File: config.mk
export PLATFORM = sky130hd
export DESIGN_NAME = dice_roller
export DESIGN_NICKNAME = d
export VERILOG_FILES = /design/src/rtl/dice_pkg.sv /design/src/rtl/dice_lfsr.sv /design/src/rtl/dice_roller.sv
export SDC_FILE = /design/constraint.sdc
export NUM_CORES = 1
export LEC_CHECK = 0
export ABC_CLOCK_PERIOD_IN_PS = 2400
export CAP_MARGIN = 25
export CORE_MARGIN = 8
export CORE_UTILIZATION = 40
export CTS_CLUSTER_DIAMETER = 80
export DETAILED_ROUTE_END_ITERATION = 8
export RECOVER_POWER = 50
export SYNTH_ARGS = -nofsm -noshare
export SYNTH_HDL_FRONTEND = slang
export SYNTH_SLANG_ARGS = --single-unit
File: constraint.sdc
create_clock -name clk -period 2.4 [get_ports clk]
set_input_delay 0.6 -clock clk [delete_from_list [all_inputs] [get_ports clk]]
set_output_delay 0.6 -clock clk [all_outputs]
set_load 0.1 [all_outputs]
File: src/rtl/dice_pkg.sv
// Shared constants, state encoding and LFSR step function for the dice roller.
package dice_pkg;

    localparam int unsigned DIE_W    = 3;
    localparam int unsigned NUM_DICE = 6;
    localparam int unsigned LFSR_W   = 16;

    // Taps for x^16 + x^14 + x^13 + x^11 + 1, as bit positions of the shift register.
    localparam int unsigned TAP_A = 15;
    localparam int unsigned TAP_B = 13;
    localparam int unsigned TAP_C = 12;
    localparam int unsigned TAP_D = 10;

    localparam logic [DIE_W-1:0] FACE_MIN = 3'd1;
    localparam logic [DIE_W-1:0] FACE_MAX = 3'd6;

    typedef enum logic [1:0] {
        IDLE,
        TUMBLE,
        DRAW,
        COMMIT
    } state_t;

    function automatic logic [LFSR_W-1:0] lfsr_step(input logic [LFSR_W-1:0] s);
        return {s[LFSR_W-2:0], s[TAP_A] ^ s[TAP_B] ^ s[TAP_C] ^ s[TAP_D]};
    endfunction

    // Low bits of the state the LFSR moves to on this edge.
    function automatic logic [DIE_W-1:0] next_sample(input logic [LFSR_W-1:0] s);
        return DIE_W'(lfsr_step(s));
    endfunction

endpackage

File: src/rtl/dice_lfsr.sv
// Free-running 16-bit Fibonacci LFSR; a zero seed is replaced by 1 to avoid lock-up.
module dice_lfsr
    import dice_pkg::*;
#(
    parameter logic [LFSR_W-1:0] SEED = 16'hACE1
) (
    input  logic              clk,
    input  logic              rst,
    input  logic              en,
    output logic [LFSR_W-1:0] state
);

    localparam logic [LFSR_W-1:0] SEED_EFF =
        (SEED == '0) ? {{(LFSR_W-1){1'b0}}, 1'b1} : SEED;

    logic [LFSR_W-1:0] lfsr_q;

    always_ff @(posedge clk) begin
        if (rst) begin
            lfsr_q <= SEED_EFF;
        end else if (en) begin
            lfsr_q <= lfsr_step(lfsr_q);
        end
    end

    assign state = lfsr_q;

endmodule

File: src/rtl/dice_roller.sv
// Six-die roller: LFSR rejection sampling into shadow registers, atomic commit to D1..D6.
// Optional DICE_LOADED_EN adds load/load_vals for forcing arbitrary faces while idle.
module dice_roller
    import dice_pkg::*;
#(
    parameter logic [LFSR_W-1:0] SEED          = 16'hACE1,
    parameter int unsigned       SETTLE_CYCLES = 8
) (
    input  logic                      clk,
    input  logic                      rst,
    input  logic                      roll,
`ifdef DICE_LOADED_EN
    input  logic                      load,
    input  logic [NUM_DICE*DIE_W-1:0] load_vals,
`endif
    output logic                      busy,
    output logic                      done,
    output logic                      dice_valid,
    output logic [DIE_W-1:0]          D1,
    output logic [DIE_W-1:0]          D2,
    output logic [DIE_W-1:0]          D3,
    output logic [DIE_W-1:0]          D4,
    output logic [DIE_W-1:0]          D5,
    output logic [DIE_W-1:0]          D6
);

    state_t                    state_q, state_d;
    logic [7:0]                cnt_q, cnt_d;
    logic [2:0]                idx_q, idx_d;
    // The last die bypasses the shadow and commits straight from the sample.
    logic [DIE_W-1:0]          shadow_q [NUM_DICE-1];
    logic [DIE_W-1:0]          shadow_d [NUM_DICE-1];
    logic [NUM_DICE*DIE_W-1:0] faces_q, faces_d;
    logic                      done_q, done_d;
    logic                      valid_q, valid_d;

    logic [LFSR_W-1:0]         lfsr_state;
    logic [DIE_W-1:0]          sample;
    logic                      accept;

    dice_lfsr #(
        .SEED (SEED)
    ) u_lfsr (
        .clk   (clk),
        .rst   (rst),
        .en    (1'b1),
        .state (lfsr_state)
    );

    assign sample = next_sample(lfsr_state);
    assign accept = (sample >= FACE_MIN) && (sample <= FACE_MAX);

    always_comb begin
        state_d  = state_q;
        cnt_d    = cnt_q;
        idx_d    = idx_q;
        shadow_d = shadow_q;
        faces_d  = faces_q;
        done_d   = 1'b0;
        valid_d  = valid_q;
        unique case (state_q)
            IDLE: begin
`ifdef DICE_LOADED_EN
                if (load) begin
                    faces_d = load_vals;
                    done_d  = 1'b1;
                    valid_d = 1'b1;
                end else
`endif
                if (roll) begin
                    state_d = TUMBLE;
                    cnt_d   = 8'(SETTLE_CYCLES - 1);
                end
            end
            TUMBLE: begin
                if (cnt_q == '0) begin
                    state_d = DRAW;
                    idx_d   = '0;
                end else begin
                    cnt_d = cnt_q - 8'd1;
                end
            end
            DRAW: begin
                if (accept) begin
                    if (idx_q == 3'(NUM_DICE - 1)) begin
                        for (int i = 0; i < NUM_DICE - 1; i++) begin
                            faces_d[i*DIE_W +: DIE_W] = shadow_q[i];
                        end
                        faces_d[(NUM_DICE-1)*DIE_W +: DIE_W] = sample;
                        done_d  = 1'b1;
                        valid_d = 1'b1;
                        idx_d   = '0;
                        state_d = COMMIT;
                    end else begin
                        shadow_d[idx_q] = sample;
                        idx_d           = idx_q + 3'd1;
                    end
                end
            end
            COMMIT: state_d = IDLE;
            default: state_d = IDLE;
        endcase
    end

    always_ff @(posedge clk) begin
        if (rst) begin
            state_q  <= IDLE;
            cnt_q    <= '0;
            idx_q    <= '0;
            shadow_q <= '{default: '0};
            faces_q  <= '0;
            done_q   <= 1'b0;
            valid_q  <= 1'b0;
        end else begin
            state_q  <= state_d;
            cnt_q    <= cnt_d;
            idx_q    <= idx_d;
            shadow_q <= shadow_d;
            faces_q  <= faces_d;
            done_q   <= done_d;
            valid_q  <= valid_d;
        end
    end

    assign busy       = (state_q != IDLE);
    assign done       = done_q;
    assign dice_valid = valid_q;
    assign D1         = faces_q[0*DIE_W +: DIE_W];
    assign D2         = faces_q[1*DIE_W +: DIE_W];
    assign D3         = faces_q[2*DIE_W +: DIE_W];
    assign D4         = faces_q[3*DIE_W +: DIE_W];
    assign D5         = faces_q[4*DIE_W +: DIE_W];
    assign D6         = faces_q[5*DIE_W +: DIE_W];

endmodule

==> results.json <==
{
  "die_w_um": 101,
  "period_needed_ns": 2.12,
  "synthCells": 339,
  "wire_per_inst_um": 13.6,
  "powerDensity_nw_per_um2": 1010,
  "r2r_end": "shadow_q[4]",
  "hold_start": "u_lfsr.state[5]",
  "drive_gt1_share_pct": 16.0,
  "post_cts_resized": 0,
  "yosys_warnings": 0,
  "hpwl_mm": 4.24,
  "synth_seq_cells": 64,
  "finalNonFillerCells": 467,
  "vdd_ir_drop_max_mv": 0.506,
  "via_count": 2442,
  "overflow": 0,
  "synthDistinctLibCells": 45,
  "synth-edff-count": 0,
  "post_cts_buffers": 0,
  "cts_root_buf": "clkbuf_8",
  "p_seq_share_pct": 39.6,
  "clock_latency_ns": 0.34,
  "leakagePower_nw": 1.25,
  "crit_start": "rst",
  "numCtsBuffers": 9,
  "slew_viol_final": 0,
  "rows": 31,
  "tns_ns": 0,
  "clkPwrFrac_pct": 23.8,
  "core-area_um2": 7140,
  "met1Wirelength_mm": 3.29,
  "combPwrFrac_pct": 36.6,
  "place_area_um2": 3210,
  "met2RoutedLength_mm": 2.65,
  "antenna_found_initial": 0,
  "start_util_pct": 40.7,
  "htreeDepth": 3,
  "grt_max_degree": 52,
  "path_clk_slew_ns": 0.07,
  "io_pins": 24,
  "netlist_area_um2": 2900,
  "grt_first_pass_wirelength_mm": 11.4,
  "first_global_vias": 2327,
  "critPathLaunchType": "input pin",
  "dp.cells": 451,
  "fmax_mhz": 473,
  "finalCritPeriodShare_pct": 88.2,
  "hold_slack_ns": 0.411,
  "synth_flop_cell": "dfxtp_1",
  "reg2reg_slack_ns": 0.37,
  "critical_path_required_ns": 2.63,
  "synth_seq_area_share_pct": 44.1,
  "worstMarginPinSlew_ns": 1.02,
  "die_h_um": 101,
  "status": "finished clean",
  "wl_met3_um": 351,
  "place_congestion": 0.802,
  "crit_type": "in2reg",
  "ctsHoldBuffers": 0,
  "portBuffers": 23,
  "antenna_cells": 0,
  "grt_use_total_pct": 13.9,
  "reg2reg_depth": 5,
  "clockBufferDepth": 2,
  "hold_path_depth": 1,
  "whs_endpoint": "u_lfsr.state[6]",
  "avgSynthCellArea_um2": 8.56,
  "p_int_w": 0.00207,
  "drtIter0Drc": 134,
  "arrival_ns": 2.35,
  "drc": 0,
  "design.final.nets": 372,
  "postRouteAntennaNets": 0,
  "syn2layout_area_growth_pct": 13.9,
  "synthArstFlopShare_pct": 0,
  "die-area_um2": 10200,
  "setup_viol": 0,
  "hold_class": "reg2reg",
  "finalHoldViolations": 0,
  "highest_layer": "met4",
  "r2r-start": "u_lfsr.state[10]",
  "numClockSinks": 64,
  "cts_tree": "built",
  "n_fill_cell": 724,
  "rsz0062_at_grt": "false",
  "slew_headroom_pct": 32.2,
  "cp-end-kind": "flop",
  "syn-num-nets": 348,
  "switchingPower_w": 0.00126,
  "netSwitchingFraction_pct": 37.8,
  "wl_mm": 6.37,
  "cp_max_fo": 51,
  "drt_first_pass_iters": 4,
  "vias_per_cell": 5.23,
  "maxCapViolations": 0,
  "stdcell_area_um2": 3310,
  "skew_ns": 0.00881
}
-- area by class of cell --
type | instances | area, µm² | area share (%)
Tap cell | 99 | 124 | 3.75
Clock buffer | 13 | 149 | 4.50
Clock inverter | 3 | 17.5 | 0.530
Multi-Input combinational cell | 238 | 1460 | 44.0
Inverter | 14 | 52.6 | 1.59
Timing Repair Buffer | 36 | 228 | 6.89
Sequential cell | 64 | 1280 | 38.7
-- routing by layer --
layer | global-route usage, % | up-vias
li1 | - | 1244
met1 | 19.1 | 1146
met2 | 19.9 | 42
met3 | 3.71 | 10
met4 | 5.84 | 0
met5 | 0 | -
-- power groups by stage --
| stage | Combinational (W) | Sequential, W | Clock (W) |
|---|---|---|---|
| global placement | 0.00122 | 0.00133 | 0 |
| global route | 0.00138 | 0.00134 | 0.000866 |
| CTS | 0.00124 | 0.00131 | 0.000818 |
| finish | 0.00122 | 0.00132 | 0.000792 |
| detailed placement | 0.00123 | 0.00134 | 0 |
| floorplan | 0.000967 | 0.00130 | 0 |
-- worst max-delay path by stage --
stage                              to  slack [ns]
after detailed placement  shadow_q[4]        0.39
after global routing         idx_q[2]        0.13
final                        idx_q[2]        0.28
after CTS                 shadow_q[4]        0.37
after floorplan                  busy        0.57
after global placement       cnt_q[4]        0.40
-- metrics by stage --
stage                     util [%]  setup slack [ns]  total power (W)
after detailed placement      45.0             0.386          0.00257
final                         46.3             0.284          0.00333
after CTS                     47.4             0.368          0.00337
after floorplan                  -             0.569          0.00227
after global routing          46.3             0.134          0.00358
after global placement        45.0             0.399          0.00256
-- layout by cell type, fill, tap and decap left out, types with 6 or more instances in the layout --
| cell | count |
|---|---|
| nor2b_1 | 11 |
| buf_4 | 10 |
| ha_1 | 6 |
| clkbuf_2 | 21 |
| a31oi_1 | 13 |
| o21ai_1 | 10 |
| a21oi_1 | 22 |
| nor3_1 | 7 |
| nand3_1 | 24 |
| xor2_1 | 6 |
| nand2_1 | 27 |
| clkbuf_8 | 10 |
| o21ai_0 | 18 |
| or2_2 | 7 |
| dfxtp_1 | 64 |
| inv_1 | 13 |
| nor2_1 | 24 |
| mux2i_1 | 6 |
-- worst max-delay path: stages --
cell and delay (ns):
dlygate4sd3_1 0.56, clkbuf_2 0.77, nor3_1 0.14, a32o_1 0.24
-- synth_stat cells, types with 2 or more instances --
library cell / number / area (µm²)
a32o_1: 2 / 20.0
nand3_1: 24 / 120
buf_6: 3 / 33.8
ha_1: 6 / 75.1
a221oi_1: 5 / 43.8
o22ai_1: 5 / 31.3
a22oi_1: 5 / 37.5
o21ai_1: 10 / 50.1
a31oi_1: 13 / 81.3
mux2i_1: 6 / 60.1
or2_2: 7 / 43.8
inv_1: 13 / 48.8
buf_4: 2 / 15.0
o21a_1: 2 / 15.0
dfxtp_1: 64 / 1280
nor2_1: 24 / 90.1
nand2_1: 27 / 101
xor2_1: 7 / 61.3
or2_1: 4 / 25.0
nand2b_1: 2 / 12.5
nor3_1: 7 / 35.0
nand3b_1: 2 / 15.0
buf_2: 4 / 20.0
xnor2_1: 3 / 26.3
a211oi_1: 2 / 15.0
clkbuf_1: 14 / 52.6
o21ai_0: 18 / 90.1
a21oi_1: 22 / 110
and3_1: 4 / 25.0
a22o_1: 5 / 43.8
nor2b_1: 11 / 68.8
and2_1: 3 / 18.8
-- cells by family (layout without fill, tap and decap cells) --
logic type	after synthesis	after routing	share of synthesized area [%]
adders and majority gates	6	6	2.59
and+or+nand+nor	122	122	21.3
buffers and inverters	37	66	5.99
xor gates and xnor gates	10	10	3.02
AOI/OAI and AO/OA	93	93	20.4
muxes	7	7	2.59
DFF	64	64	44.1
-- flip-flops by register name, indices dropped and copies added (netlist names) --
signal / cells
shadow_q: 15
faces_q: 18
u_lfsr.state: 16
state_q: 2
cnt_q: 8
idx_q: 3
done: 1
dice_valid: 1
(Power assumes the default switching activity.)
